`src/rtl/cache_arbiter.sv`:
```
// cache_arbiter: round-robin req/ack sequencer sharing one cache between two ports (req/wr/addr/data/ack/rdata x2 in; c_addr/c_data/c_wr/c_q to cache; busy out)
module cache_arbiter #(
  parameter int ADDR_W = 32,
  parameter int DATA_W = 32,
  parameter int RD_LAT = 1
) (
  input  logic              clk,
  input  logic              rst,
  input  logic              req0,
  input  logic              wr0,
  input  logic [ADDR_W-1:0] addr0,
  input  logic [DATA_W-1:0] data0,
  output logic              ack0,
  output logic [DATA_W-1:0] rdata0,
  input  logic              req1,
  input  logic              wr1,
  input  logic [ADDR_W-1:0] addr1,
  input  logic [DATA_W-1:0] data1,
  output logic              ack1,
  output logic [DATA_W-1:0] rdata1,
  output logic [DATA_W-1:0] c_data,
  output logic [ADDR_W-1:0] c_addr,
  output logic              c_wr,
  input  logic [DATA_W-1:0] c_q,
  output logic              busy
);
  typedef enum logic [1:0] {IDLE, ACCESS, WAIT, ACK} state_t;
  state_t r_state, w_state;
  logic r_sel, w_sel, r_ptr, w_ptr, w_pick, w_wr, w_ack0, w_ack1;
  logic [2:0] r_cnt, w_cnt;
  logic [ADDR_W-1:0] w_addr;
  logic [DATA_W-1:0] w_data, w_rd0, w_rd1;
  assign w_pick = req1 & (~req0 | ~r_ptr);
  always_comb begin
    w_state = r_state;
    w_sel = r_sel;
    w_ptr = r_ptr;
    w_cnt = r_cnt;
    w_addr = c_addr;
    w_data = c_data;
    w_wr = 1'b0;
    w_ack0 = 1'b0;
    w_ack1 = 1'b0;
    w_rd0 = rdata0;
    w_rd1 = rdata1;
    case (r_state)
      IDLE: if (req0 | req1) begin
        w_state = ACCESS;
        w_sel = w_pick;
        w_ptr = w_pick;
        w_addr = w_pick ? addr1 : addr0;
        w_data = w_pick ? data1 : data0;
        w_wr = w_pick ? wr1 : wr0;
      end
      ACCESS: begin
        w_state = c_wr ? ACK : WAIT;
        w_ack0 = c_wr & ~r_sel;
        w_ack1 = c_wr & r_sel;
        w_cnt = 3'd0;
      end
      WAIT: if (r_cnt == 3'(RD_LAT - 1)) begin
        w_state = ACK;
        w_ack0 = ~r_sel;
        w_ack1 = r_sel;
        w_rd0 = r_sel ? rdata0 : c_q;
        w_rd1 = r_sel ? c_q : rdata1;
      end else begin
        w_cnt = r_cnt + 3'd1;
      end
      default: w_state = IDLE;
    endcase
  end
  always_ff @(posedge clk) begin
    if (rst) begin
      r_state <= IDLE;
      r_sel <= 1'b0;
      r_ptr <= 1'b1;
      r_cnt <= 3'd0;
      c_addr <= '0;
      c_data <= '0;
      c_wr <= 1'b0;
      ack0 <= 1'b0;
      ack1 <= 1'b0;
      rdata0 <= '0;
      rdata1 <= '0;
      busy <= 1'b0;
    end else begin
      r_state <= w_state;
      r_sel <= w_sel;
      r_ptr <= w_ptr;
      r_cnt <= w_cnt;
      c_addr <= w_addr;
      c_data <= w_data;
      c_wr <= w_wr;
      ack0 <= w_ack0;
      ack1 <= w_ack1;
      rdata0 <= w_rd0;
      rdata1 <= w_rd1;
      busy <= w_state != IDLE;
    end
  end
endmodule

```
`config.mk`:
```
export PLATFORM = sky130hd
export DESIGN_NAME = cache_arbiter
export DESIGN_NICKNAME = d
export VERILOG_FILES = /design/src/rtl/cache_arbiter.sv
export SDC_FILE = /design/constraint.sdc
export NUM_CORES = 1
export LEC_CHECK = 0
export ABC_CLOCK_PERIOD_IN_PS = 2500
export CORE_MARGIN = 5
export CORE_UTILIZATION = 43
export CTS_CLUSTER_DIAMETER = 30
export DETAILED_ROUTE_END_ITERATION = 10
export PLACE_DENSITY = 0.87
export SLEW_MARGIN = 10
export SYNTH_ARGS = -nofsm -noshare
export SYNTH_HDL_FRONTEND = slang
export SYNTH_SLANG_ARGS = --single-unit
```
`constraint.sdc`:
```
create_clock -name clk -period 2.5 [get_ports clk]
set_clock_uncertainty 0.15 [all_clocks]
set_input_delay 0.5 -clock clk [delete_from_list [all_inputs] [get_ports clk]]
set_output_delay 0.5 -clock clk [all_outputs]
set_load 0.02 [all_outputs]
```
==> results.yml, run 1 <==
placed_design:
  hpwl_um: 13940
  gp_congestion: 0.8538
  place_area_mm2: 0.008785
  io_buffers: 297
  dpl_worst_slack_ns: 0.1736
setup_path:
  worstPathMaxFanout: 3
  end_kind: "primary output"
  max_stage_delay_ns: 0.67
  path_delay_family: "buffers and inverters"
  critPathKind: "reg -> out"
  start_kind: "flop"
  slowest_stage: "clkdlybuf4s50_1"
  crit_chain: "clkdlybuf4s50_1"
  cp.required_ns: 1.85
  critical_path_arrival_ns: 1.50
  path_buf_inv: 1
final_layout:
  finalNetCount: 1144
  diodes: 0
  final_cell_area_mm2: 0.009394
  mostFrequentLayoutCell: "clkdlybuf4s50_1"
  areaGrowthSynthToFinish_pct: 65.96
  drive_gt1_frac: 0.08629
  final_cell_mix: "clkdlybuf4s50_1, nand2_1, dfxtp_1, a21oi_1, nor2_1"
detailed_routing:
  drt-total-wl_um: 19480
  routed_via_density: 5.144
  remaining_drc_errors: 0
  first_iter_violations: 454
  first_pass_iters: 5
  wl_per_cell_um: 16.78
  ant_nets: 0
  vias: 5972
floorplanning:
  ios: 298
  initial_core_util: 0.4326
  core_mm2: 0.01309
  die-height_um: 124.7
  die-area_mm2: 0.01556
  row_count: 42
  die_w_um: 124.7
power_and_ir_drop:
  p_per_area_mw_per_mm2: 1070
  leakagePower_nw: 3.492
  finalPower_mw: 10.05
  irDropWorstVdd_v: 0.0006176
synth:
  synthCells: 696
  ys.flop_type: "dfxtp_1"
  ys_ff_latch: 139
  yosysWarnings: 0
  syn_nets: 868
  synth_top_family_by_area: "compound AO/OA/AOI/OAI gates"
  yosysUniqueCellTypes: 37
  synth-edff-count: 0
  synth-async-reset-ratio: 0
  synth_area_leaders: "dfxtp_1, nand2_1, a21oi_1"
  synthSimpleGateAreaFrac: 0.1925
  synth_top_area_share: 0.4916
  syn_area_per_cell_um2: 8.133
  muxShareOfSynthArea: 0.001768
  synthAdderAreaFrac: 0.01326
  synth_xor_area_frac: 0
  ys_seq_area_frac: 0.4916
  yosysTopAreaCell: "dfxtp_1"
  synth_area_mm2: 0.005660
  synth_compound_area_frac: 0.2454
sta:
  tns_ns: 0
  fmax_mhz: 466.0
  fin_crit_ns: 2.146
  slew_violations: 0
  hold_viol: 0
  setup_ws_ns: 0.3541
  worstMarginPinSlew_ns: 0.5830
  fin_crit_sh: 0.8584
  finalSetupViolCount: 0
  rsz0062_at_grt: "false"
  max-slew-margin-rel: 0.6113
global_routing:
  grt_antenna_before_repair: 0
  grt_pass1_wl_um: 29750
  gr-total-overflow: 0
  first_global_vias: 5685
  globalRouteTotalUtil: 0.2391
  grt_max_degree: 49
clocking:
  htree_num_levels: 4
  clk_latency_ns: 0.41
  hold_buffers: 0
  cts_root_buf: "clkbuf_16"
  post_cts_buffers: 0
  cts_resized: 0
  clkSlewWorstSetupHoldPaths_ns: 0.06
  cts_made_buffers: 17
  cts_sinks: 139
  cts_max_path_buffers: 2
  cts_tree: "done"
outcome:
  outcome: "completed"
worst_hold_path:
  hold_path.class: "reg -> reg"
flow_run:
  maxCapViolations: 0
==> through the flow <==
stage	utilization	std cells	hold WS [ns]
after detailed placement	0.6714	1129	0.2953
final	0.7179	1161	0.3020
after CTS	0.7179	1161	0.3031
after floorplan	-	696	0.3162
after global placement	0.6714	1129	0.2907
after global routing	0.7179	1161	0.3205
==> logic make-up (layout without fill, tap and decap cells) <==
kind of cell	after synthesis	count (layout)
flops	139	139
simple gates	275	275
fa+ha+maj	6	6
buf+inv	65	354
mux	1	1
compound gates	210	210
==> flip-flops by register name, indices dropped and copies added (netlist names), 2 cells and up <==
signal	cells
r_cnt	3
rdata1	32
c_addr	32
rdata0	32
c_data	32
r_state	2
==> synth_stat cells, drive strengths merged (2+ instances only) <==
cell type  number
nand3           2
ha              6
clkbuf         21
nor2           68
a211oi         64
a21oi         133
buf            38
o21ai           5
and3b           2
inv             6
nand2         193
dfxtp         139
==> report_power, final <==
group | switching [mW] | internal, mW
Combinational | 2.45 | 1.91
Sequential | 0.309 | 2.77
Clock | 0.940 | 1.66
==> cell type report <==
class,instances,area (µm²)
clock buffer,20,436.7
clock inverter,12,172.7
fill,942,3691
inverter,6,22.52
multi-input combinational,492,2584
sequential,139,2783
tap,176,220.2
timing repair buffer,316,3176
==> worst paths after layout <==
| check | start | endpoint | slack [ns] | depth (start not counted) |
|---|---|---|---|---|
| setup / recovery | c_wr | c_wr | 0.35 | 1 |
| hold / removal | rdata0[24] | rdata0[24] | 0.30 | 2 |
| setup reg to reg | r_state[0] | c_data[19] | 0.64 | 6 |
| hold reg to reg | rdata0[24] | rdata0[24] | 0.30 | 2 |
==> per-layer routing <==
metal | vias to the layer above | part of all wire | wire length, µm | global-route usage
met5 | - | 0 | 0 | 0
met4 | 0 | 0.028 | 545 | 0.1032
met3 | 33 | 0.095 | 1848 | 0.08405
met2 | 271 | 0.51 | 9904 | 0.4160
met1 | 2761 | 0.37 | 7182 | 0.2629
li1 | 2907 | - | - | -
No activity file was read; power rests on OpenSTA's default activity.
==> inputs of run 2 (changes only) <==
- SKIP_CTS_REPAIR_TIMING: unset -> 1
==> results of run 2 <==
The final DEF is identical to that of run 1; final timing and power are the same.
==> inputs of run 3 (changes only) <==
- CORE_MARGIN: 5 -> unset
==> run 3 against run 2 <==
Effect of this change: cell area about the same; global-route usage increased by 3.9 points; utilization is 2.1 points higher; routed wire length fell by 3.2%; sequential share of layout area hardly changed; register-to-register slack worse by 0.02 ns; largest power group unchanged; critical path depth unchanged.
==> results.yml, run 3 (synthesized netlist as in run 1, its figures left out) <==
setup_path:
  path_depth: 1
  cp.required_ns: 1.85
  start_kind: "flop"
  ff2ff_path_depth: 6
  end_kind: "primary output"
  critPathKind: "reg -> out"
  crit_start: "c_wr"
  path_delay_family: "buffers and inverters"
  slowest_stage: "clkdlybuf4s50_1"
  r2r-start: "r_state[0]"
  crit_chain: "clkdlybuf4s50_1"
  max_stage_delay_ns: 0.66
  worstPathMaxFanout: 3
  path_buf_inv: 1
  critical_path_arrival_ns: 1.47
sta:
  tns_ns: 0
  setup_ws_ns: 0.3791
  hold_viol: 0
  slew_violations: 0
  max-slew-margin-rel: 0.6279
  fin_crit_ns: 2.121
  rsz0062_at_grt: "false"
  worstMarginPinSlew_ns: 0.5581
  fin_crit_sh: 0.8484
  finalSetupViolCount: 0
  fmax_mhz: 471.5
  holdWs_ns: 0.3019
global_routing:
  first_global_vias: 5913
  grt_max_degree: 55
  gr-total-overflow: 0
  grt_antenna_before_repair: 0
  grt_pass1_wl_um: 28970
  globalRouteTotalUtil: 0.2781
clocking:
  cts_tree: "done"
  cts_max_path_buffers: 2
  clkSlewWorstSetupHoldPaths_ns: 0.06
  htree_num_levels: 4
  cts_root_buf: "clkbuf_16"
  cts_made_buffers: 17
  cts_sinks: 139
  clk_latency_ns: 0.41
final_layout:
  diodes: 0
  final_util: 0.7385
  finalNetCount: 1142
  drive_gt1_frac: 0.08545
  mostFrequentLayoutCell: "clkdlybuf4s50_1"
  areaGrowthSynthToFinish_pct: 65.98
  final_cells: 1155
  final_cell_mix: "clkdlybuf4s50_1, nand2_1, dfxtp_1, a21oi_1, nor2_1"
floorplanning:
  initial_core_util: 0.4449
  core_mm2: 0.01272
  die_w_um: 116.7
  row_count: 41
  die-height_um: 116.7
  ios: 298
  die-area_mm2: 0.01363
power_and_ir_drop:
  p_per_area_mw_per_mm2: 1073
  irDropWorstVdd_v: 0.0007026
  leakagePower_nw: 3.488
detailed_routing:
  first_pass_iters: 4
  first_iter_violations: 401
  drt-total-wl_um: 18850
  ant_nets: 0
  wl_per_cell_um: 16.32
  routed_via_density: 5.155
  vias: 5954
  remaining_drc_errors: 0
placed_design:
  dpl_worst_slack_ns: 0.1636
  io_buffers: 297
  dp_cells: 1123
  hpwl_um: 13110
  gp_congestion: 0.8497
worst_hold_path:
  min_from: "rdata1[12]"
  hold_path.class: "reg -> reg"
  whs_path_depth: 2
flow_run:
  maxCapViolations: 0
outcome:
  outcome: "completed"
run 3: final cells by class:
cell class                      count  area, µm²
Clock buffer                       20      446.7
Clock inverter                     12      171.4
Fill cell                         972       3327
Inverter                            6      22.52
Multi-Input combinational cell    492       2584
Sequential cell                   139       2783
Tap cell                          172      215.2
Timing Repair Buffer              314       3173
run 3: metal layers:
layer / wire [µm] / GRT usage / part of all wire / vias up
li1: - / - / - / 2891
met3: 1556 / 0.08926 / 0.083 / 53
met5: 0 / 0 / 0 / -
met1: 7116 / 0.2965 / 0.38 / 2772
met4: 755 / 0.1595 / 0.040 / 0
met2: 9422 / 0.4840 / 0.50 / 238
run 3: where the power goes:
| group | switching (mW) | internal [mW] |
|---|---|---|
| combinational | 2.47 | 1.91 |
| clock | 0.937 | 1.69 |
| sequential | 0.306 | 2.77 |
run 3: path summary, 6_finish.rpt:
check / endpoint / slack (ns)
max: c_wr / 0.38
min: rdata1[12] / 0.30
max reg2reg: rdata0[5] / 0.62
min reg2reg: rdata1[12] / 0.30
run 3: stage by stage:
step	area, µm²	power [mW]
global route	9395	10.62
finish	9395	10.08
CTS	9395	10.11
detailed placement	8777	7.450
global placement	8777	7.354
floorplan	5660	5.612
